### config.mk
export PLATFORM = sky130hd
export DESIGN_NAME = prime_count_core_flat
export DESIGN_NICKNAME = d
export VERILOG_FILES = /design/src/rtl/prime_count_core_if.sv /design/src/rtl/prime_count_core.sv /design/src/flat_wrapper.sv
export SDC_FILE = /design/constraint.sdc
export NUM_CORES = 1
export LEC_CHECK = 0
export BUFFER_PORTS_ARGS = -buffer_cell sky130_fd_sc_hd__buf_2
export CORE_UTILIZATION = 25
export CTS_CLUSTER_DIAMETER = 30
export DETAILED_ROUTE_END_ITERATION = 10
export GPL_TIMING_DRIVEN = 0
export PLACE_DENSITY = 0.44
export SYNTH_ARGS = -nofsm -noshare
export SYNTH_HDL_FRONTEND = slang
export SYNTH_SLANG_ARGS = --single-unit
### constraint.sdc
create_clock -name clk -period 6.9 [get_ports clk]
set_input_delay 0.69 -clock clk [delete_from_list [all_inputs] [get_ports clk]]
set_output_delay 0.69 -clock clk [all_outputs]
set_load 0.05 [all_outputs]
### src/rtl/prime_count_core_if.sv
// Method-call and field-port bundle for prime_count_core.
// The caller side (master) drives requests and field writes; the core (slave) returns status.
interface prime_count_core_if #(
    parameter int WIDTH = 16
);
    logic             run_req;
    logic             run_busy;
    logic [WIDTH-1:0] limit_in;
    logic             limit_we;
    logic [WIDTH-1:0] limit_out;
    logic [WIDTH-1:0] count_out;
    logic [WIDTH-1:0] last_prime_out;
    logic             finish_flag_in;
    logic             finish_flag_we;
    logic             finish_flag_out;

    modport master (
        output run_req, limit_in, limit_we, finish_flag_in, finish_flag_we,
        input  run_busy, limit_out, count_out, last_prime_out, finish_flag_out
    );

    modport slave (
        input  run_req, limit_in, limit_we, finish_flag_in, finish_flag_we,
        output run_busy, limit_out, count_out, last_prime_out, finish_flag_out
    );
endinterface

### src/rtl/prime_count_core.sv
// Counts primes in [2, limit] by trial division; the remainder is formed by
// repeated subtraction, one per cycle, so the core needs no divider.
module prime_count_core #(
    parameter int WIDTH = 16
) (
    input  logic               clk,
    input  logic               reset,
    prime_count_core_if.slave  bus
);
    localparam logic [2:0] S_IDLE    = 3'd0;
    localparam logic [2:0] S_INIT    = 3'd1;
    localparam logic [2:0] S_N_TEST  = 3'd2;
    localparam logic [2:0] S_D_TEST  = 3'd3;
    localparam logic [2:0] S_MOD_SUB = 3'd4;
    localparam logic [2:0] S_NEXT_D  = 3'd5;
    localparam logic [2:0] S_NEXT_N  = 3'd6;
    localparam logic [2:0] S_DONE    = 3'd7;

    logic [2:0]         r_state;
    logic               r_busy;
    logic [WIDTH-1:0]   r_limit;
    logic [WIDTH-1:0]   r_lim;
    logic [WIDTH-1:0]   r_n;
    logic [WIDTH-1:0]   r_d;
    logic [WIDTH-1:0]   r_r;
    logic [WIDTH-1:0]   r_count;
    logic [WIDTH-1:0]   r_last;
    logic               r_finish;

    logic [2*WIDTH-1:0] w_d_wide;
    logic [2*WIDTH-1:0] w_n_wide;
    logic [2*WIDTH-1:0] w_d_sq;
    logic               w_is_prime;

    // Square at double width so d*d > n is exact for every representable n.
    assign w_d_wide   = {{WIDTH{1'b0}}, r_d};
    assign w_n_wide   = {{WIDTH{1'b0}}, r_n};
    assign w_d_sq     = w_d_wide * w_d_wide;
    assign w_is_prime = (w_d_sq > w_n_wide);

    always_ff @(posedge clk) begin
        if (!reset) begin
            r_state  <= S_IDLE;
            r_busy   <= 1'b0;
            r_limit  <= '0;
            r_lim    <= '0;
            r_n      <= '0;
            r_d      <= '0;
            r_r      <= '0;
            r_count  <= '0;
            r_last   <= '0;
            r_finish <= 1'b0;
        end else begin
            if (bus.limit_we) begin
                r_limit <= bus.limit_in;
            end

            // Completion beats a field write; the run-start clear beats a field write.
            if (r_state == S_DONE) begin
                r_finish <= 1'b1;
            end else if (r_state == S_INIT) begin
                r_finish <= 1'b0;
            end else if (bus.finish_flag_we) begin
                r_finish <= bus.finish_flag_in;
            end

            // Busy rises the cycle after the request is taken and falls with the finish flag.
            r_busy <= (r_state != S_IDLE) && (r_state != S_DONE);

            case (r_state)
                S_IDLE: begin
                    if (bus.run_req) begin
                        r_state <= S_INIT;
                    end
                end
                S_INIT: begin
                    r_lim   <= r_limit;
                    r_count <= '0;
                    r_last  <= '0;
                    r_n     <= WIDTH'(2);
                    r_state <= (r_limit < WIDTH'(2)) ? S_DONE : S_N_TEST;
                end
                S_N_TEST: begin
                    r_d     <= WIDTH'(2);
                    r_state <= S_D_TEST;
                end
                S_D_TEST: begin
                    if (w_is_prime) begin
                        r_count <= r_count + WIDTH'(1);
                        r_last  <= r_n;
                        r_state <= S_NEXT_N;
                    end else begin
                        r_r     <= r_n;
                        r_state <= S_MOD_SUB;
                    end
                end
                S_MOD_SUB: begin
                    if (r_r >= r_d) begin
                        r_r <= r_r - r_d;
                    end else if (r_r == '0) begin
                        r_state <= S_NEXT_N;
                    end else begin
                        r_state <= S_NEXT_D;
                    end
                end
                S_NEXT_D: begin
                    r_d     <= r_d + WIDTH'(1);
                    r_state <= S_D_TEST;
                end
                S_NEXT_N: begin
                    // Compare before incrementing so an all-ones limit cannot wrap n.
                    if (r_n == r_lim) begin
                        r_state <= S_DONE;
                    end else begin
                        r_n     <= r_n + WIDTH'(1);
                        r_state <= S_N_TEST;
                    end
                end
                S_DONE: begin
                    r_state <= S_IDLE;
                end
                default: begin
                    r_state <= S_IDLE;
                end
            endcase
        end
    end

    assign bus.run_busy        = r_busy;
    assign bus.limit_out       = r_limit;
    assign bus.count_out       = r_count;
    assign bus.last_prime_out  = r_last;
    assign bus.finish_flag_out = r_finish;
endmodule

### src/flat_wrapper.sv
// flat-port wrapper written by rule: the top's interface ports become plain ports
module prime_count_core_flat 
#(
    parameter int WIDTH = 16
)
  (clk, reset, bus_run_req, bus_limit_in, bus_limit_we, bus_finish_flag_in, bus_finish_flag_we, bus_run_busy, bus_limit_out, bus_count_out, bus_last_prime_out, bus_finish_flag_out);
  prime_count_core_if #(.WIDTH(WIDTH)) bus_i ();
  input  logic clk;
  input  logic reset;
  input wire logic [$bits(bus_i.run_req)-1:0] bus_run_req;
  input wire logic [$bits(bus_i.limit_in)-1:0] bus_limit_in;
  input wire logic [$bits(bus_i.limit_we)-1:0] bus_limit_we;
  input wire logic [$bits(bus_i.finish_flag_in)-1:0] bus_finish_flag_in;
  input wire logic [$bits(bus_i.finish_flag_we)-1:0] bus_finish_flag_we;
  output wire logic [$bits(bus_i.run_busy)-1:0] bus_run_busy;
  output wire logic [$bits(bus_i.limit_out)-1:0] bus_limit_out;
  output wire logic [$bits(bus_i.count_out)-1:0] bus_count_out;
  output wire logic [$bits(bus_i.last_prime_out)-1:0] bus_last_prime_out;
  output wire logic [$bits(bus_i.finish_flag_out)-1:0] bus_finish_flag_out;
  assign bus_i.run_req = bus_run_req;
  assign bus_i.limit_in = bus_limit_in;
  assign bus_i.limit_we = bus_limit_we;
  assign bus_i.finish_flag_in = bus_finish_flag_in;
  assign bus_i.finish_flag_we = bus_finish_flag_we;
  assign bus_run_busy = bus_i.run_busy;
  assign bus_limit_out = bus_i.limit_out;
  assign bus_count_out = bus_i.count_out;
  assign bus_last_prime_out = bus_i.last_prime_out;
  assign bus_finish_flag_out = bus_i.finish_flag_out;
  prime_count_core #(.WIDTH(WIDTH)) u_core (.clk(clk), .reset(reset), .bus(bus_i));
endmodule
==> reports/metrics.csv <==
stage,metric,value,unit
synth,synth_area_leaders,"fa_1, dfxtp_1, ha_1",
sta,maxSlewViolCount,0,
setup_path,cp_num_buf_inv,10,
synth,synthFlopType,dfxtp_1,
pwr,power-per-cell-area,201,nW/um2
finish,fin_cells,2620,
synth,syn_inst,1685,
sta,hold_viol,0,
sta,finalSetupTns,-30190,ps
global_routing,grt_max_degree,17,
synth,synth_edf_count,0,
sta,rsz0062_at_grt,yes,
detailed_routing,wl_per_cell,17.7,um
clocking,htree_levels,4,
setup_path,worst_setup_path_end_kind,flop,
clocking,cts_sinks,117,
floorplan,dieWidth,238,um
clocking,clk_pin_slew,70,ps
floorplan,core-area,55100,um2
setup_path,crit_required,7220,ps
floorplan,fp.dieArea,56700,um2
synth,synth_top_cells_by_count,"inv_1, nand2_1, fa_1",
synth,synth_top_family_by_area,adder cells,
pwr,seq_power_share,23.0,%
pwr,power,3.57,mW
sta,worst_slew_pin_slew,964,ps
place,gp_congestion,0.849,
outcome,outcome,"complete, but fails checks",
finish,n_fill_cell,5826,
job,cap_violations,0,
pwr,ir_drop,0.177,mV
place,dp.cells,2502,
global_routing,grt_pass1_vias,12622,
global_routing,track_usage,16.6,%
finish,seq_area,2390,um2
sta,max_freq,132,MHz
synth,synth-seq-area-share,16.8,%
synth,async_flop_share,0,%
setup_path,critPathTopFamily,adder cells,
place,place_area,15600,um2
clocking,cts-root-buf,clkbuf_16,
pwr,p_sw,1.47,mW
clocking,cts-hold-fix-buffers,0,
detailed_routing,drt_first_pass_iters,5,
detailed_routing,wl,46500,um
setup_path,slowest_stage,fa_1,
synth,yosys.area_share.simple,17.6,%
synth,synth_xor_area_share,4.46,%
sta,finClkSkew,17.2,ps
detailed_routing,vias,12455,
finish,multi_input_area,10800,um2
global_routing,grt_antenna_before_repair,1,
synth,synth_mux_area_share,1.82,%
global_routing,grt_remaining_overflow,0,
setup_path,startpoint_type,flop,
setup_path,cp.arrival,7910,ps
global_routing,grt_pass1_wl,72300,um
setup_path,cpMostUsedCell,fa_1,
pwr,power_frac_clock,26.9,%
detailed_routing,drt_iter0_markers,740,
pwr,intPower,2.10,mW
sta,maxSlewHeadroom,35.5,%
sta,finalSetupViolations,49,
synth,syn_area_per_cell,8.27,um2
floorplan,dieHeight,238,um
synth,syn_area,13900,um2
sta,min_period,7580,ps
detailed_routing,drc_errors,0,
pwr,switching_share,41.2,%
synth,yosysTopAreaCell,fa_1,
place,hpwl,36100,um
floorplan,initial_core_util,25.3,%
finish,fin_nets,2182,
floorplan,rows,86,
synth,synth_top_area_share,23.6,%
hold_path,hold_class,flop to flop,
place,io_buffers,69,
clocking,clk_path_buf_depth,2,
sta,finalCritPeriodShare,110,%
setup_path,cp_slowest_stage_delay,520,ps
detailed_routing,ant_nets,0,
finish,stdcell_area,17800,um2
pwr,p_leak,8.44,nW
detailed_routing,viasPerCell,4.75,
clocking,numCtsBuffers,17,
synth,yosysMostFrequentCell,inv_1,
finish,antenna_cells,0,
synth,synth-seq-cells,117,
synth,synth_compound_area_share,13.7,%
sta,worst_slack,-682,ps
clocking,cts_tree,done,
clocking,clk_latency,440,ps
pwr,p_comb_share,50.1,%
floorplan,ios,72,
synth,yosysWarningCount,0,
setup_path,critPathMaxFanout,6,
synth,yosys.area_share.adder,35.9,%
outcome,violations,setup timing,
synth,ys_types,79,
finish,drive_gt1_share,19.7,%
finish,syn_to_final_growth,27.4,%
synth,synthesis.nets,2008,
setup_path,critPathKind,flop to flop,
[cell type report]
cell class,instances,share of cell area [%]
buffer,67,3.59
clock buffer,19,2.61
clock inverter,13,0.902
inverter,284,6.57
multi-input combinational,1213,61.1
sequential,117,13.4
tap,748,5.27
timing repair buffer,159,6.52
[per-stage QoR]
stage	setup WS [ps]	utilization [%]	hold WS, ps
after global placement	-1570	28.2	458
final	-682	32.2	469
after global routing	-1030	32.2	488
after CTS	-623	31.3	473
after floorplan	-14.0	-	448
after detailed placement	-1570	28.2	458
[layout by cell type, fill, tap and decap left out, types with 16 or more instances in the layout]
| master | count |
|---|---|
| inv_1 | 257 |
| nand2_1 | 176 |
| fa_1 | 159 |
| ha_1 | 123 |
| nor2_1 | 121 |
| dfxtp_1 | 104 |
| a21oi_1 | 92 |
| buf_4 | 71 |
| buf_2 | 69 |
| nand3_1 | 41 |
| xnor2_1 | 39 |
| clkbuf_1 | 32 |
| nor3_1 | 32 |
| nand4_1 | 31 |
| xor2_1 | 29 |
| clkbuf_16 | 28 |
| o21ai_0 | 25 |
| mux2i_1 | 22 |
| o211ai_1 | 17 |
| nor4_1 | 16 |
[final timing paths]
kind | cells after the start | startpoint | slack [ps] | to
max reg2reg | 34 | u_core.r_d[8] | -680 | u_core.r_state[1]
min reg2reg | 2 | u_core.r_lim[12] | 470 | u_core.r_lim[12]
max | 34 | u_core.r_d[8] | -680 | u_core.r_state[1]
min | 2 | u_core.r_lim[12] | 470 | u_core.r_lim[12]
[cell families after synthesis]
group,count (synthesis)
buffers and inverters,355
DFF,117
xor gates and xnor gates,71
AOI/OAI and AO/OA,287
muxes,25
and+or+nand+nor,529
adders and majority gates,301
[worst reg2reg max path, delay by kind of cell, from the launching register on]
family | cells | cell delay, ps
AOI/OAI and AO/OA | 5 | 870
buffers and inverters | 10 | 1030
and+or+nand+nor | 10 | 1450
xor gates and xnor gates | 1 | 210
DFF | 1 | 370
adders and majority gates | 8 | 3520
[timing repair]
item	CTS	global route
endpoints found under the hold margin	0	0
pin swaps	47	56
gates cloned	3	2
setup endpoints to repair	49	49
buffers inserted	54	31
resized for setup	142	62
[registers in the layout (all words and copies together), names as in the netlist, 3 cells and up]
| name | cells |
|---|---|
| u_core.bus.last_prime_out | 16 |
| u_core.bus.limit_out | 16 |
| u_core.r_state | 3 |
| u_core.r_lim | 16 |
| u_core.r_r | 16 |
| u_core.r_d | 16 |
| u_core.r_n | 16 |
| u_core.bus.count_out | 16 |
[power by group through the flow]
stage                     combinational [mW]  sequential [mW]  clock, mW
after floorplan                         1.02            0.835          0
after global placement                  1.43            0.840          0
after detailed placement                1.42            0.839          0
after CTS                               1.69            0.815      0.977
after global routing                    1.92            0.826       1.01
final                                   1.79            0.819      0.960
[metal layers]
metal  wire length (um)  share of wire [%]  GRT usage [%]  vias up
met5                  9              0.019              0        -
met4                805                1.7           4.20        2
met3               1920                4.1           2.13       45
met2              22100                 48           27.4      303
met1              21600                 47           22.7     6151
li1                   -                  -              -     5954
(Power assumes the default switching activity.)
